`config.mk`:
```
export PLATFORM = sky130hd
export DESIGN_NAME = program_loader
export DESIGN_NICKNAME = d
export VERILOG_FILES = /design/src/rtl/program_loader.sv
export SDC_FILE = /design/constraint.sdc
export NUM_CORES = 1
export LEC_CHECK = 0
export ABC_AREA = 0
export CAP_MARGIN = 40
export CORE_AREA = 2 2 147 149
export CTS_BUF_LIST = sky130_fd_sc_hd__clkbuf_16
export CTS_CLUSTER_SIZE = 10
export DETAILED_ROUTE_END_ITERATION = 10
export DIE_AREA = 0 0 149 151
export GPL_ROUTABILITY_DRIVEN = 0
export PLACE_DENSITY = 0.82
export RECOVER_POWER = 50
export SETUP_SLACK_MARGIN = 0.02
export SLEW_MARGIN = 15
export SYNTH_ARGS = -nofsm -noshare
export SYNTH_HDL_FRONTEND = slang
export SYNTH_SLANG_ARGS = --single-unit
```
`constraint.sdc`:
```
create_clock -name clk -period 3.1 [get_ports clk]
set_clock_uncertainty 0.2 [all_clocks]
set_input_delay 0.62 -clock clk [delete_from_list [all_inputs] [get_ports clk]]
set_output_delay 0.62 -clock clk [all_outputs]
set_load 0.01 [all_outputs]
```
`src/rtl/program_loader.sv`:
```
// Writer side of the 16-entry instruction store: streams a program in over valid/ready,
// zero-fills the unused tail, and releases the CPU (cpu_run) once the image is complete.
module program_loader #(
  parameter int DATA_WIDTH = 16,
  parameter int ADDR_WIDTH = 4
) (
  input  logic                  clk,
  input  logic                  reset,
  input  logic                  start,
  input  logic [ADDR_WIDTH:0]   length,
  input  logic                  in_valid,
  input  logic [DATA_WIDTH-1:0] in_data,
  output logic                  in_ready,
  input  logic [ADDR_WIDTH-1:0] rd_addr,
  output logic [DATA_WIDTH-1:0] rd_data,
  output logic                  busy,
  output logic                  done,
  output logic                  error,
  output logic                  cpu_run,
  output logic [ADDR_WIDTH:0]   words_loaded
);

  localparam int DEPTH = 2 ** ADDR_WIDTH;
  localparam logic [ADDR_WIDTH:0]   DEPTH_CNT = {1'b1, {ADDR_WIDTH{1'b0}}};
  localparam logic [ADDR_WIDTH:0]   CNT_ONE   = {{ADDR_WIDTH{1'b0}}, 1'b1};
  localparam logic [ADDR_WIDTH-1:0] PTR_ONE   = {{(ADDR_WIDTH-1){1'b0}}, 1'b1};
  localparam logic [ADDR_WIDTH-1:0] PTR_LAST  = '1;

  typedef enum logic [1:0] {
    IDLE,
    LOAD,
    FILL,
    DONE
  } state_t;

  state_t                state;
  logic [ADDR_WIDTH-1:0] ptr;
  logic [ADDR_WIDTH:0]   len;
  logic [DATA_WIDTH-1:0] mem [DEPTH];

  logic                  len_ok;
  logic                  transfer;
  logic [ADDR_WIDTH:0]   cnt_next;
  logic [ADDR_WIDTH-1:0] ptr_next;

  assign len_ok   = (length != '0) && (length <= DEPTH_CNT);
  assign transfer = in_valid && in_ready;
  assign cnt_next = words_loaded + CNT_ONE;
  assign ptr_next = ptr + PTR_ONE;

  // Fetch port: a same-edge write is seen only after that edge.
  assign rd_data = mem[rd_addr];

  // NOTE: the store has no reset; its contents must survive a reset pulse.
  always_ff @(posedge clk) begin
    if (state == LOAD && transfer) begin
      mem[ptr] <= in_data;
    end else if (state == FILL) begin
      mem[ptr] <= '0;
    end
  end

  // NOTE: all state uses non-blocking assignments so every register sees pre-edge values.
  always_ff @(posedge clk or negedge reset) begin
    if (!reset) begin
      state        <= IDLE;
      ptr          <= '0;
      len          <= '0;
      words_loaded <= '0;
      in_ready     <= 1'b0;
      busy         <= 1'b0;
      done         <= 1'b0;
      error        <= 1'b0;
      cpu_run      <= 1'b0;
    end else begin
      case (state)
        IDLE, DONE: begin
          if (start) begin
            if (len_ok) begin
              len          <= length;
              ptr          <= '0;
              words_loaded <= '0;
              error        <= 1'b0;
              state        <= LOAD;
              in_ready     <= 1'b1;
              busy         <= 1'b1;
              done         <= 1'b0;
              cpu_run      <= 1'b0;
            end else begin
              error <= 1'b1;
            end
          end
        end

        LOAD: begin
          if (transfer) begin
            ptr          <= ptr_next;
            words_loaded <= cnt_next;
            if (cnt_next == len) begin
              in_ready <= 1'b0;
              // A full-depth image has no tail to clear.
              if (len == DEPTH_CNT) begin
                state   <= DONE;
                busy    <= 1'b0;
                done    <= 1'b1;
                cpu_run <= 1'b1;
              end else begin
                state <= FILL;
              end
            end
          end
        end

        FILL: begin
          ptr <= ptr_next;
          if (ptr == PTR_LAST) begin
            state   <= DONE;
            busy    <= 1'b0;
            done    <= 1'b1;
            cpu_run <= 1'b1;
          end
        end

        default: begin
          state    <= IDLE;
          in_ready <= 1'b0;
          busy     <= 1'b0;
          done     <= 1'b0;
          cpu_run  <= 1'b0;
        end
      endcase
    end
  end

endmodule

```
## After elaboration in Yosys (flattened, before gate mapping)

Memory sizes are Yosys's and may differ from the RTL's.
Cells that the tools add are included.

- $add $sub $neg: 2
- $lt $le $gt $ge: 1
- Eq/ne operators: 12
- Multiplexer cells: 39
- Bitwise logic cells: 1
- Reductions and logical operators: 14

Operator list:

| cell | number |
|---|---|
| 1-bit two-way mux | 21 |
| 16-bit two-way mux | 1 |
| 5-bit two-way mux | 3 |
| 4-bit two-way mux | 3 |
| 4-bit case mux with 3 select lines | 1 |
| 2-bit two-way mux | 5 |
| 5-bit case mux with 2 select lines | 1 |
| 5-bit AND reduction | 2 |
| 2-bit by 1-bit != test with 1-bit output (second input constant) | 3 |
| 2-bit != test (second input constant) | 3 |
| 1-bit case mux with 3 select lines | 2 |
| 2-bit case mux with 3 select lines | 1 |
| 3-bit AND reduction | 2 |
| 6-bit AND reduction | 1 |
| 5-bit by 1-bit adder with 5-bit output (second input constant) | 1 |
| 5-bit equality test | 1 |
| 5-bit equality test (second input constant) | 1 |
| 5-bit less-or-equal comparator (second input constant) | 1 |
| 5-bit nonzero test | 1 |
| 4-bit by 1-bit adder with 4-bit output (second input constant) | 1 |
| 2-bit equality test (second input constant) | 2 |
| 4-bit equality test (second input constant) | 1 |
| 4-bit AND reduction | 1 |
| 1-bit logical AND | 3 |
| other kinds (7) | 7 |

- Bits in registers: 20
- Memory bits (writable): 256
- Input bits: 29
- Output and inout bits: 26
- Memories kept: 1

Memory list:

| memory | words | bits a word | rd ports | clocked after Yosys merged registers in | wr ports | RTL line | source |
|---|---|---|---|---|---|---|---|
| mem | 16 | 16 | 1 | 0 | 1 | 39 | `logic [DATA_WIDTH-1:0] mem [DEPTH];` |

## Longest topological paths before layout

Gate-level depths: netlist (run 1).

- Depth after elaboration: 5
- Depth in mapped cells: 8
- Depth with buffers taken out: 6

## Worst setup path after synthesis (run 1)

No wires, ideal clock.

- Path type: input port to output port
- Start: in rd_addr[0]
- End: out rd_data[0]
- Arrival: 2155 ps
- Data required time: 2280 ps
- Setup slack: 125 ps
- Cell stages on the path: 4
- Buffers on the path: 2
- Cell sequence: buf_2 buf_2 mux4_2 mux4_2

- Longest elaborated chain between the ends: 1

RTL lines:

| element | RTL line | source |
|---|---|---|
| from (decl) | 14 | `input logic [ADDR_WIDTH-1:0] rd_addr,` |
| memory 16 x 16 bit | -- |  |
| to (decl) | 15 | `output logic [DATA_WIDTH-1:0] rd_data,` |

No other way between the ends.

## Worst setup path in the final report (run 1)

- Start: in rd_addr[0]
- End: out rd_data[9]

Same word-level chain as after synthesis.

==> results_dict.tcl, run 1 <==
set metrics [dict create \
    fin_util_pct 63.5 \
    synth_cells 527 \
    initial_core_util_pct 53.1 \
    max_slew_margin_pct 27.4 \
    path_max_fanout 7 \
    synth_area_per_cell_um2 21.0 \
    ioPinCount 55 \
    drt-pass1-iter-count 4 \
    drcViolationCount 0 \
    fp.dieArea_um2 22500 \
    cp-start-kind "input port" \
    timing.final.crit_period_ps 3050 \
    cts_tree "yes" \
    synth-seq-area-share_pct 74.1 \
    numClockSinks 276 \
    outcome "finished, final reports clean" \
    wl_per_cell_um 26.7 \
    worst-endpoint-arrival_ps 2230 \
    drive_gt1_share_pct 26.3 \
    yosys.area_share.adder_pct 0.792 \
    synth_edf_count 256 \
    viasPerCell 6.26 \
    synth_top_family_by_area "multiplexers" \
    grt-ovfl-total 0 \
    tns_ps 0 \
    worstSetupPathType "input port to output port" \
    p_leak_nw 4.40 \
    rows 53 \
    final.period_utilization_pct 98.5 \
    holdBufCountCts 0 \
    coreArea_um2 20800 \
    cts_root_buf "clkbuf_16" \
    portBuffers 54 \
    dieWidth_um 149 \
    cpMaxStageDelayCell "mux4_2" \
    stdcell_area_um2 13200 \
    ys_types 39 \
    area_delta_synth_final_pct 19.6 \
    drtIter0Drc 481 \
    max_freq_mhz 328 \
    synth_mux_area_share_pct 17.4 \
    nFillCells 1390 \
    rsz0062_at_grt "true" \
    ys_seq_elements 276 \
    irDropWorstVdd_mv 0.571 \
    max_stage_delay_ps 490 \
    worst_setup_path_end_kind "output port" \
    async_reset_ff_share_pct 7.25 \
    netlist_area_um2 11100 \
    antenna_found_initial 0 \
    synth_simple_gate_area_share_pct 3.62 \
    grt_pass1_wl_um 37100 \
    cp.required_ps 2280 \
    yosys_most_used_dff "edfxtp_1" \
    drt_wl_total_um 25000 \
    track_usage_pct 22.8 \
    htreeDepth 1 \
    ant_nets 0 \
    fp.dieH_um 151 \
    slew_violations 0 \
    setup_viol_count_final 0 \
    layout.nets 686 \
    clockBufferDepth 3 \
    first_global_vias 6294 \
    cap_violations 0 \
    yosys_warnings 0 \
    worstPathCellList "buf_16 -> buf_6 -> buf_16 -> buf_4 -> mux4_2 -> mux4_2 -> buf_6" \
    path_clk_slew_ps 50 \
    vias 5860 \
    synth_compound_area_share_pct 1.88 \
    synth_xor_xnor_area_share_pct 0.860 \
    clk_latency_ps 540 \
    hold_class "input port to asynchronous set/reset pin" \
    finalHoldViolCount 0 \
    cts_buffers 31 \
    place_area_um2 12400 \
    grt_max_degree 31 \
    worst_pin_slew_ps 1090 \
    power_density_nw_per_um2 764 \
    diodes 0 \
    synth_fp_nets 563 \
    hpwl_um 13800 \
]
==> stage by stage <==
stage | hold slack [ps] | total power, W | worst slack (ps) | std cells
6_report | 232 | 0.0101 | 47.6 | 936
3_5_place_dp | 284 | 0.00709 | -321 | 880
2_1_floorplan | 124 | 0.00621 | 125 | 527
4_1_cts | 176 | 0.0102 | 24.6 | 934
3_3_place_gp | 283 | 0.00695 | -319 | 879
5_1_grt | 242 | 0.0104 | 10.1 | 936
==> synth_stat cells (3+ instances only) <==
library cell,instances,area share (%)
nand2b_1,4,0.23
o21ai_0,8,0.36
mux2_2,7,0.71
edfxtp_1,256,70
nand3_1,8,0.36
a21oi_1,8,0.36
nand4_1,3,0.17
mux4_2,80,16
clkbuf_1,16,0.54
nor2b_1,16,0.91
and2_1,3,0.17
a311oi_1,4,0.32
xnor2_1,7,0.55
nor3_1,6,0.27
buf_2,8,0.36
dfrtp_1,20,4.5
inv_1,10,0.34
nor2_1,18,0.61
nand2_1,12,0.41
ha_1,7,0.79
==> worst max-delay path, delay by kind of cell <==
| family | cells | cell delay, ps |
|---|---|---|
| buf+inv | 5 | 630 |
| mux | 2 | 980 |
==> flip-flops by register name, summed over array words and instances, names as in the netlist <==
name and flops:
cpu_run 1, words_loaded 5, in_ready 1, error 1, len 5, busy 1, ptr 4, state 2
mem 256
==> path summary, 6_finish.rpt <==
kind / end / start / cells after the start / slack, ps
max: rd_data[9] / rd_addr[0] / 7 / 50
min: busy$_DFFE_PN0P_ / reset / 1 / 230
max reg2reg: mem[5][11]$_DFFE_PP_ / state[0]$_DFFE_PN0P_ / 5 / 530
min reg2reg: busy$_DFFE_PN0P_ / busy$_DFFE_PN0P_ / 1 / 300
max in group asynchronous: words_loaded[1]$_DFFE_PN0P_ / reset / 2 / 1530
min in group clk: busy$_DFFE_PN0P_ / busy$_DFFE_PN0P_ / 1 / 300
==> cell families (layout without fill, tap and decap cells) <==
| kind of cell | Yosys count | count (layout) |
|---|---|---|
| compound gates | 30 | 30 |
| xor+xnor | 10 | 10 |
| fa+ha+maj | 7 | 7 |
| buf+inv | 37 | 171 |
| flops | 276 | 276 |
| mux | 91 | 91 |
| simple gates | 76 | 76 |
==> what timing repair did <==
item | in CTS | in global routing
cloned | 3 | 0
buffers inserted | 7 | 0
endpoints found under the setup margin | 16 | 5
gates resized for setup | 53 | 4
==> layout by cell type, fill, tap and decap left out, types with 6 or more instances in the layout <==
cell type,synthesis,final
a21oi_1,8,8
buf_4,1,20
nand3_1,8,8
buf_12,0,12
xnor2_1,7,7
dfrtp_1,20,20
mux4_2,80,80
inv_1,10,20
clkbuf_16,0,31
nor2_1,18,18
o21ai_0,8,8
nand2_1,12,12
edfxtp_1,256,256
nor3_1,6,6
mux2_2,7,6
buf_2,8,9
clkdlybuf4s50_1,0,34
ha_1,7,7
nor2b_1,16,16
clkbuf_1,16,25
==> power by group <==
group | switching (W) | internal [W]
Sequential | 0.000203 | 0.00479
Clock | 0.00131 | 0.00176
Combinational | 0.00122 | 0.000813
Total | 0.00273 | 0.00736
==> layout make-up <==
type | instances | area [µm²] | share of cell area [%]
flip-flops and latches | 276 | 8190 | 62.0
inverters | 10 | 37.5 | 0.284
clock buffers | 31 | 776 | 5.87
multi-input cells | 214 | 2710 | 20.5
well taps | 275 | 344 | 2.60
clock inverters | 13 | 53.8 | 0.407
repair buffers | 117 | 1110 | 8.40
==> metal layers <==
metal | vias to the layer above | share of wire (%) | GRT usage [%]
met5 | - | 0 | 0
met4 | 0 | 3.7 | 10.0
met3 | 79 | 7.4 | 4.10
met2 | 316 | 53 | 41.2
met1 | 3049 | 35 | 26.9
li1 | 2416 | - | -
(Power assumes the default switching activity.)
==> inputs of run 2 (changes only) <==
--- a/config.mk
+++ b/config.mk
@@ -6,7 +6,7 @@
 export NUM_CORES = 1
 export LEC_CHECK = 0
 export ABC_AREA = 0
-export CAP_MARGIN = 40
+export CAP_MARGIN = 25
 export CORE_AREA = 2 2 147 149
 export CTS_BUF_LIST = sky130_fd_sc_hd__clkbuf_16
 export CTS_CLUSTER_SIZE = 10
==> run 2 against run 1 <==
Against the previous run: the run now ends with negative setup slack left; sequential share of layout area shrank 0.34 points; clock-buffer cell count is the same; wire length shrank 0.47%; largest power group unchanged; first-iteration DRC count grew 2.9%; flip-flop and latch count is the same; die area is the same; final area grew 0.55%; largest cell class unchanged; cell count grew 0.53%.
==> results_dict.tcl, run 2 (synthesis results as in run 1) <==
set metrics [dict create \
    outcome "finished with violations" \
    violations "negative setup slack" \
    fp.dieArea_um2 22500 \
    reg2regPathDepth 7 \
    tns_ps -14.6 \
    critPathTopFamily "multiplexers" \
    rsz0062_at_grt "true" \
    hold_depth 1 \
    whs_endpoint "busy$_DFFE_PN0P_" \
    ioPinCount 55 \
    max_slew_margin_pct 5.58 \
    rr_startpoint "state[1]$_DFFE_PN0P_" \
    hpwl_um 13700 \
    drtIter0Drc 495 \
    clockBufferDepth 3 \
    drt_wl_total_um 24900 \
    setup_viol_count_final 1 \
    ant_nets 0 \
    grt-ovfl-total 0 \
    cpMaxStageDelayCell "mux4_2" \
    antenna_found_initial 0 \
    path_max_fanout 8 \
    grt_pass1_wl_um 37200 \
    r2r_end "mem[4][12]$_DFFE_PP_" \
    irDropWorstVdd_mv 0.578 \
    worstSetupPathType "input port to output port" \
    worstPathCellList "buf_16 -> buf_12 -> buf_12 -> buf_6 -> mux4_2 -> mux4_2 -> buf_6" \
    initial_core_util_pct 53.1 \
    area_delta_synth_final_pct 20.2 \
    final.period_utilization_pct 100 \
    slew_violations 0 \
    viasPerCell 6.14 \
    max_freq_mhz 321 \
    setup_ws_ps -14.6 \
    whs_ps 299 \
    min-delay-start "busy$_DFFE_PN0P_" \
    drcViolationCount 0 \
    max_stage_delay_ps 520 \
    top_register "mem" \
    worst_pin_slew_ps 1420 \
    timing.final.crit_period_ps 3110 \
    worst_setup_path_end_kind "output port" \
    numClockSinks 276 \
    rows 53 \
    cp.required_ps 2280 \
    cts_buffers 31 \
    drive_gt1_share_pct 27.0 \
    cts_root_buf "clkbuf_16" \
    track_usage_pct 22.9 \
    htreeDepth 1 \
    dieWidth_um 149 \
    finalHoldViolCount 0 \
    worst-endpoint-arrival_ps 2290 \
    cts_tree "yes" \
    diodes 0 \
    worst-path-buf-inv 5 \
    power_density_nw_per_um2 766 \
    stdcell_area_um2 13300 \
    portBuffers 54 \
    path_clk_slew_ps 50 \
    cap_violations 0 \
    wl_per_cell_um 26.4 \
    largest_reg_flops 256 \
    first_global_vias 6135 \
    drt-pass1-iter-count 5 \
    place_area_um2 12300 \
    hold_class "register to register" \
    layout_common_cells "edfxtp_1, mux4_2, clkdlybuf4s50_1" \
    mostFrequentLayoutCell "edfxtp_1" \
    clk_latency_ps 540 \
    vias 5780 \
    coreArea_um2 20800 \
    cp-start-kind "input port" \
    p_leak_nw 4.44 \
    grt_max_degree 31 \
    rrSetupSlack_ps 330 \
    fp.dieH_um 151 \
    reg_top3 "mem x256, len x5, words_loaded x5" \
    layout.nets 691 \
]
==> run 2: repair_timing <==
action                     4_1_cts  5_1_grt
gates resized for setup         53        5
cloned                           1        0
setup endpoints to repair       16        7
hold buffers                     0        0
buffers inserted                14        3
==> run 2: final cells by class <==
| type | count | area, µm² |
|---|---|---|
| clock inverters | 13 | 80.1 |
| multi-input cells | 214 | 2710 |
| repair buffers | 122 | 1160 |
| fillers | 1341 | 7530 |
| well taps | 275 | 344 |
| inverters | 10 | 37.5 |
| clock buffers | 31 | 776 |
| flip-flops and latches | 276 | 8190 |
==> run 2: routing by layer <==
layer	track usage, %	up-vias	share of wire (%)
met2	40.2	275	53
met4	9.52	0	4.0
met5	0	-	0
met3	3.58	73	6.0
li1	-	2422	-
met1	28.6	3010	37
==> run 2: worst max path at each step <==
stage,from,to,slack [ps],cells past startpoint
3_5_place_dp,rd_addr[0],rd_data[6],-330,5
5_1_grt,rd_addr[0],rd_data[12],-30,7
4_1_cts,rd_addr[0],rd_data[12],-7,7
2_1_floorplan,rd_addr[0],rd_data[0],130,4
6_report,rd_addr[0],rd_data[12],-10,7
3_3_place_gp,rd_addr[0],rd_data[2],-320,5
==> run 2: metrics by stage <==
stage,power [W],utilization (%),instances,setup WS (ps)
floorplan,0.00621,-,527,125
global placement,0.00695,59.3,879,-319
detailed placement,0.00709,59.3,879,-325
CTS,0.0103,64.3,938,-6.63
global route,0.0105,63.8,941,-25.1
finish,0.0102,63.8,941,-14.6
==> run 2: power by group <==
| group | internal, W | total, W | switching (W) |
|---|---|---|---|
| clock | 0.00185 | 0.00317 | 0.00132 |
| sequential | 0.00479 | 0.00499 | 0.000205 |
| combinational | 0.000817 | 0.00202 | 0.00120 |
